File: src/rtl/bach_rd_return_router.sv
// bach_rd_return_router: routes Avalon read-data beats back to the agent
// that issued each read burst, using an in-order tag FIFO of {agent, beats}.
//
// Ports
//   Clk, Rstn               clock, asynchronous active-low reset
//   issue_valid/agent/burstcount  accepted read command from the arbiter
//   issue_ready             tag FIFO has room (registered, ~full)
//   di_AvlReadData/Valid    memory-side read return
//   dN_AvlReadData/Valid    per-agent read return (N = 0..2), one cycle later
//   outstanding             tag entries currently held
//   err_unexpected          one-cycle pulse on a protocol error
//   err_count               saturating error count
//
// Optional feature: define BACH_RDR_ERR_CNT_EN to enable err_count;
// otherwise err_count is tied to 0.

module bach_rd_return_router #(
  parameter int unsigned DEPTH = 4
) (
  input  logic        Clk,
  input  logic        Rstn,
  input  logic        issue_valid,
  input  logic [1:0]  issue_agent,
  input  logic [2:0]  issue_burstcount,
  output logic        issue_ready,
  input  logic [31:0] di_AvlReadData,
  input  logic        di_AvlReadDataValid,
  output logic [31:0] d0_AvlReadData,
  output logic [31:0] d1_AvlReadData,
  output logic [31:0] d2_AvlReadData,
  output logic        d0_AvlReadDataValid,
  output logic        d1_AvlReadDataValid,
  output logic        d2_AvlReadDataValid,
  output logic [4:0]  outstanding,
  output logic        err_unexpected,
  output logic [7:0]  err_count
);

  localparam int unsigned PTR_W   = (DEPTH > 1) ? $clog2(DEPTH) : 1;
  localparam logic [4:0]  DEPTH_C = 5'(DEPTH);

  // Tag storage (no reset needed: only read while count != 0)
  logic [1:0] tag_agent [DEPTH];
  logic [3:0] tag_beats [DEPTH];

  logic [PTR_W-1:0] wr_ptr, rd_ptr;
  logic [4:0]       count;
  logic [3:0]       beat_cnt;
  logic             cnt_vld;
  logic             ready_q;
  logic [31:0]      data_q;
  logic [2:0]       dv_q;
  logic             err_q;

  logic       push_c, head_vld_c, beat_c, pop_c, err_c;
  logic [3:0] remaining_c, in_beats_c;
  logic [4:0] count_nxt_c;

  // Next-state decode. count is registered, so an entry pushed this cycle
  // is not seen by the data side until the following cycle.
  always_comb begin
    push_c      = 1'b0;
    head_vld_c  = 1'b0;
    beat_c      = 1'b0;
    remaining_c = 4'd0;
    pop_c       = 1'b0;
    err_c       = 1'b0;
    in_beats_c  = 4'd0;
    count_nxt_c = count;

    push_c      = issue_valid & ready_q & (issue_agent != 2'd3);
    head_vld_c  = (count != 5'd0);
    beat_c      = di_AvlReadDataValid & head_vld_c;
    // Until the first beat of a burst, the count comes straight from the head
    remaining_c = cnt_vld ? beat_cnt : tag_beats[rd_ptr];
    pop_c       = beat_c & (remaining_c == 4'd1);
    err_c       = (issue_valid & (~ready_q | (issue_agent == 2'd3)))
                | (di_AvlReadDataValid & ~head_vld_c);
    in_beats_c  = (issue_burstcount == 3'd0) ? 4'd8 : {1'b0, issue_burstcount};
    count_nxt_c = count + 5'(push_c) - 5'(pop_c);
  end

  // Tag FIFO write port
  always_ff @(posedge Clk) begin
    if (push_c) begin
      tag_agent[wr_ptr] <= issue_agent;
      tag_beats[wr_ptr] <= in_beats_c;
    end
  end

  // Pointers, occupancy, beat counter and registered outputs
  always_ff @(posedge Clk or negedge Rstn) begin
    if (!Rstn) begin
      wr_ptr   <= '0;
      rd_ptr   <= '0;
      count    <= 5'd0;
      beat_cnt <= 4'd0;
      cnt_vld  <= 1'b0;
      ready_q  <= 1'b1;
      data_q   <= 32'd0;
      dv_q     <= 3'd0;
      err_q    <= 1'b0;
    end else begin
      if (push_c) wr_ptr <= wr_ptr + PTR_W'(1);
      count   <= count_nxt_c;
      ready_q <= (count_nxt_c != DEPTH_C);
      err_q   <= err_c;
      dv_q    <= 3'd0;
      if (beat_c) begin
        data_q <= di_AvlReadData;
        dv_q   <= 3'b001 << tag_agent[rd_ptr];
        if (pop_c) begin
          rd_ptr   <= rd_ptr + PTR_W'(1);
          beat_cnt <= 4'd0;
          cnt_vld  <= 1'b0;
        end else begin
          beat_cnt <= remaining_c - 4'd1;
          cnt_vld  <= 1'b1;
        end
      end
    end
  end

`ifdef BACH_RDR_ERR_CNT_EN
  logic [7:0] err_cnt_q;

  // Saturating error counter
  always_ff @(posedge Clk or negedge Rstn) begin
    if (!Rstn) begin
      err_cnt_q <= 8'd0;
    end else if (err_c && (err_cnt_q != 8'hFF)) begin
      err_cnt_q <= err_cnt_q + 8'd1;
    end
  end

  assign err_count = err_cnt_q;
`else
  assign err_count = 8'd0;
`endif

  assign issue_ready         = ready_q;
  assign outstanding         = count;
  assign err_unexpected      = err_q;
  assign d0_AvlReadData      = data_q;
  assign d1_AvlReadData      = data_q;
  assign d2_AvlReadData      = data_q;
  assign d0_AvlReadDataValid = dv_q[0];
  assign d1_AvlReadDataValid = dv_q[1];
  assign d2_AvlReadDataValid = dv_q[2];

endmodule

File: config.mk
export PLATFORM = sky130hd
export DESIGN_NAME = bach_rd_return_router
export DESIGN_NICKNAME = d
export VERILOG_FILES = /design/src/rtl/bach_rd_return_router.sv
export SDC_FILE = /design/constraint.sdc
export NUM_CORES = 1
export LEC_CHECK = 0
export ABC_AREA = 1
export CAP_MARGIN = 20
export CORE_UTILIZATION = 47
export DETAILED_ROUTE_END_ITERATION = 8
export PLACE_DENSITY = 0.88
export REMOVE_ABC_BUFFERS = 1
export SLEW_MARGIN = 25
export SYNTH_ARGS = -nofsm -noshare
export SYNTH_HDL_FRONTEND = slang
export SYNTH_SLANG_ARGS = --single-unit
File: constraint.sdc
create_clock -name Clk -period 4.62 [get_ports Clk]
set_input_delay 1.386 -clock Clk [delete_from_list [all_inputs] [get_ports Clk]]
set_output_delay 1.386 -clock Clk [all_outputs]
set_load 0.01 [all_outputs]
# After elaboration in Yosys (flattened, before gate mapping)
# Memories as Yosys holds them, arrays and structs flattened.
# Index checks and enable logic that the tools add are counted.
[op_classes] n_mux=7 bitwise=10 n_reduce_logical=3 shifts=1 addsub=5 n_eq_ne=4
[ops] operator="4-bit two-way mux" count=3
[ops] operator="1-bit AND" count=6
[ops] operator="5-bit by 1-bit adder with 5-bit output" count=1
[ops] operator="5-bit by 3-bit inequality test with 1-bit output (second input constant)" count=1
[ops] operator="5-bit nonzero test" count=1
[ops] operator="5-bit by 1-bit subtractor with 5-bit output" count=1
[ops] operator="2-bit by 1-bit adder with 2-bit output (second input constant)" count=2
[ops] operator="4-bit by 1-bit equality test with 1-bit output (second input constant)" count=1
[ops] operator="4-bit by 1-bit subtractor with 4-bit output (second input constant)" count=1
[ops] operator="3-bit zero test" count=1
[ops] operator="1-bit two-way mux" count=3
[ops] operator="3-bit two-way mux" count=1
[ops] operator="1-bit by 2-bit << shifter with 3-bit output (first input constant)" count=1
[ops] operator="2-bit equality test (second input constant)" count=1
[ops] operator="2-bit inequality test (second input constant)" count=1
[ops] operator="1-bit NOT" count=2
[ops] operator="1-bit bitwise OR" count=2
[ops] operator="2-bit AND reduction" count=1
[totals] ram_bits=24 regBits=51 output_inout_bits=114 n_memories=2 in_bits=41 word_cells=41
[memory_table] memory="tag_beats" depth=4 width=4 read_ports=1 rd_clocked_by_memory_dff=0 wr=1 line="44" text="logic [3:0] tag_beats [DEPTH];"
[memory_table] memory="tag_agent" depth=4 width=2 read_ports=1 rd_clocked_by_memory_dff=0 wr=1 line="43" text="logic [1:0] tag_agent [DEPTH];"

# Longest topological paths before layout
# An unclocked memory read counts as a cell.
[depth] word_depth=6 ltp_mapped=22 depth_no_buf=21

# Worst setup path before layout
# No wires, ideal clock.
[synth_timing] kind="input port to flip-flop" startpoint="input port issue_agent[0]" endpoint="register ready_q (netlist: issue_ready)" path_buffers=0 setup_time_ps=88 path_slack_ps=1271 required_time_ps=4532 path_stages=11 arrival_time_ps=3261 path_cell_list="a21boi_0 > nand2_1 > ha_1 > inv_1 > ha_1 > inv_1 > fa_1 > inv_1 > nor2_1 > nand2_1 > or3_1"
[synth_between] elab_chain_len=5
[synth_lines] item="start: declaration" line="23" text="input logic [1:0] issue_agent,"
[synth_lines] item="2-bit inequality test" line="71" text="push_c = issue_valid & ready_q & (issue_agent != 2'd3);"
[synth_lines] item="1-bit AND" line="71"
[synth_lines] item="5-bit by 1-bit adder with 5-bit output" line="80" text="count_nxt_c = count + 5'(push_c) - 5'(pop_c);"
[synth_lines] item="5-bit by 1-bit subtractor with 5-bit output" line="80"
[synth_lines] item="via count_nxt_c[1]" line="57" text="logic [4:0] count_nxt_c;"
[synth_lines] item="5-bit by 3-bit inequality test with 1-bit output" line="106" text="ready_q <= (count_nxt_c != DEPTH_C);"
[synth_lines] item="end signal: assignment" line="106"
[synth_lines] item="end: declaration" line="50" text="logic ready_q;"
# The timed path passes the listed nets, and every way through them passes these cells.
# A chain may end at the register's enable or synchronous reset.

# Final worst setup path
# Ends and elaborated chain as after synthesis.

==> impl_results.md <==
- Status: completed
- Net Switching: a little over 1 mW
- Int Power: 1.75 mW
- Chip Height: between 90 and 100 um
- Inst Count DP: 590
- Core Box Area: between 7000 and 8000 um2
- Final Core Density: 0.650
- Num ports: 155
- Maximum root-to-sink buffer count: 2
- Power density over the cells: about 550 nW/um2
- Minimum clock period: between 3 and 4 ns
- Routed vias/inst: 4.69
- Max cap viols: 0
- Global-route wire length before repair: about 14 mm
- Most numerous cell in the Yosys netlist: nand2_1
- Max-slew violations: 0
- Post-synth EDFFs: 24
- Filler cells: ~600
- Area Growth Syn to Fin: 31.7%
- Sw Share: 0.368
- Clk Latency, worst-skew pair: 0.35 ns
- Leak: about 2.4 nW
- Avg WL per Cell: around 14 um
- Cell area after synthesis: about 3900 um2
- Period utilisation layout: 0.815
- Htree depth: 3
- YS warnings: 0
- Via count of the first global-routing pass: 2,758
- Final WL: between 8 and 9 mm
- Num CTS Buffers: 9
- Initial antenna violation count: 0
- Critical-path cell list: clkdlybuf4s50_1 -> a21boi_0 -> nand2_1 -> ha_1 -> inv_1 -> ha_1 -> inv_1 -> fa_1 -> xnor2_1 -> nand2_1 -> or3_1
- Hold Path Class: flip-flop to flip-flop
- Worst-Margin Slew: roughly 0.67 ns
- Main synth FF type: dfrtp_1
- Cells after Synth: about 420
- Cell Rows: 32
- Drt pass-1 iters: 4
- RSZ-0062 raised after global routing: false
- Fmax: roughly 270 MHz
- Top cells by area, synth: dfrtp_1, edfxtp_1, buf_4
- Crit start category: primary input
- Synth Register Bits: 75
- Largest net degree at the start of global routing: 39
- Grt ovf: 0
- Yosys top cell area share: 0.325
- CP delay by family, top: adder cells
- DRT iter0 DRCs: 163
- Comb power frac: 0.438
- Area leader, netlist: dfrtp_1
- Max IR drop VDD: between 0.0003 and 0.0004 V
- Hold buffers post-CTS: 0
- DP Wirelength: 6.42 mm
- Reg area: 2000 um2
- CTS tree: built
- Worst Setup Path Type: primary input to flip-flop
- CP Max Fanout: 8
- Setup repair bufs after CTS: 0
- Hold Fails Final Rpt: 0
- Clock share of power: 0.198
- R2r setup slk: approximately 1.1 ns
- Die area: between 8000 and 9000 um2
- Commonest cells in the netlist: nand2_1, buf_4, dfrtp_1
- Multi-input logic area: about 1100 um2
- Detail Route Antenna Nets: 0
- Worst EP arrival: roughly 4.0 ns
- Ant. Diodes: 0
- Post-CTS Resized: 0
- Post-route DRC: 0
- Port Buffers: roughly 150
- Fin cells: between 600 and 700
- Slew margin rel.: 0.555
- Nature of the critical path endpoint: flip-flop
- Share of power burned in registers: 0.364
- CP peak stage delay: 0.49 ns
- Fin nets: 553
- CTS sink count: 75
- Share of layout cells above drive strength 1: 0.0714
- Worst hold margin: between 0.4 and 0.5 ns
- Synth unique cells: 33
- Total GRT Usage: 0.209
- Die width: approximately 90 um
- Seq/Total Area, Yosys: 0.519
- Critical Path RT: 4.90 ns
- CTS clk-pin slew, worst paths: ~0.080 ns
- FFs w/ async S/R, synth: 0.680
- Synth Area per Inst: 9.22 um2
- Setup violations, final: 0
- CTS Root Cell: clkbuf_8
- GPL Wtd Cong: around 0.85
- CP bufs+invs: 3
- Skew final: between 0.008 and 0.009 ns
- Vias post-DR: between 2k and 3k
- Starting density of the core: 0.493
- Slowest CP cell: clkdlybuf4s50_1
- Total negative slack: 0 ns
[kinds of logic after synthesis]
group,share of synthesized area
other,0.000973
flip-flops,0.519
AND/OR/NAND/NOR,0.202
buffers and inverters,0.201
adder cells (fa/ha/maj),0.0442
AO/OA/AOI/OAI,0.0198
XOR/XNOR,0.0136
[layer usage]
layer	track usage	vias up	part of all wire
li1	-	1367	-
met1	0.240	1365	0.39
met2	0.383	98	0.53
met3	0.0460	13	0.056
met4	0.0690	0	0.017
met5	0	-	0
[worst min-delay path, delay by kind of cell, from the launching register on]
kind          cells  cell delay, ns
simple gates      2            0.10
flops             1            0.35
[flip-flops by register name, summed over array words and instances, names as in the netlist]
signal	flops
beat_cnt	4
cnt_vld	1
d0_AvlReadData	32
dv_q	3
err_unexpected	1
issue_ready	1
outstanding	5
rd_ptr	2
tag_agent	8
tag_beats	16
wr_ptr	2
[layout make-up]
| cell class | count | area share |
|---|---|---|
| tap | 102 | 0.0252 |
| timing repair buffer | 148 | 0.290 |
| sequential | 75 | 0.394 |
| inverter | 41 | 0.0303 |
| multi-input combinational | 224 | 0.218 |
| clock buffer | 10 | 0.0252 |
| clock inverter | 6 | 0.0173 |
[power by group through the flow]
| stage | sequential [mW] | combinational (mW) | clock [mW] |
|---|---|---|---|
| 5_1_grt | 1.03 | 1.34 | 0.588 |
| 3_3_place_gp | 1.01 | 1.15 | 0 |
| 4_1_cts | 1.01 | 1.22 | 0.561 |
| 2_1_floorplan | 1.08 | 0.532 | 0 |
| 3_5_place_dp | 1.02 | 1.22 | 0 |
| 6_report | 1.01 | 1.22 | 0.549 |
[metrics by stage]
| step | instance area, um2 | power [mW] | setup WS [ns] |
|---|---|---|---|
| after global placement | 4860 | 2.15 | 0.665 |
| after detailed placement | 4860 | 2.23 | 0.461 |
| after floorplan | 3260 | 1.62 | 1.05 |
| after CTS | 5070 | 2.79 | 0.856 |
| after global routing | 5070 | 2.96 | 0.659 |
| final | 5070 | 2.77 | 0.853 |
[cells in the final DEF, fill, tap and decap left out, types with 2 or more instances in the layout]
| cell | n |
|---|---|
| clkdlybuf4s50_1 | 145 |
| nand2_1 | 146 |
| nor3_1 | 2 |
| inv_2 | 7 |
| ha_1 | 12 |
| conb_1 | 8 |
| nand2_2 | 3 |
| a21oi_1 | 6 |
| xnor2_1 | 3 |
| xor2_1 | 3 |
| bufinv_16 | 2 |
| nor2_4 | 3 |
| o21ai_1 | 2 |
| o21ai_0 | 2 |
| nor2_1 | 8 |
| clkinvlp_4 | 2 |
| edfxtp_1 | 24 |
| clkbuf_8 | 9 |
| nand3_1 | 13 |
| inv_1 | 34 |
| dfrtp_1 | 50 |
| nand3_2 | 2 |
| buf_4 | 2 |
[path summary, 6_finish.rpt]
check | depth (start not counted) | to | startpoint
worst max register to register | 19 | issue_ready | rd_ptr[0]
worst max-delay path | 11 | issue_ready | issue_agent[0]
worst min-delay path | 2 | beat_cnt[1] | beat_cnt[1]
min in group asynchronous | 1 | d0_AvlReadData[0] | Rstn
worst min register to register | 2 | beat_cnt[1] | beat_cnt[1]
max in group asynchronous | 2 | issue_ready | Rstn
Power figures use the tool's default switching activity.
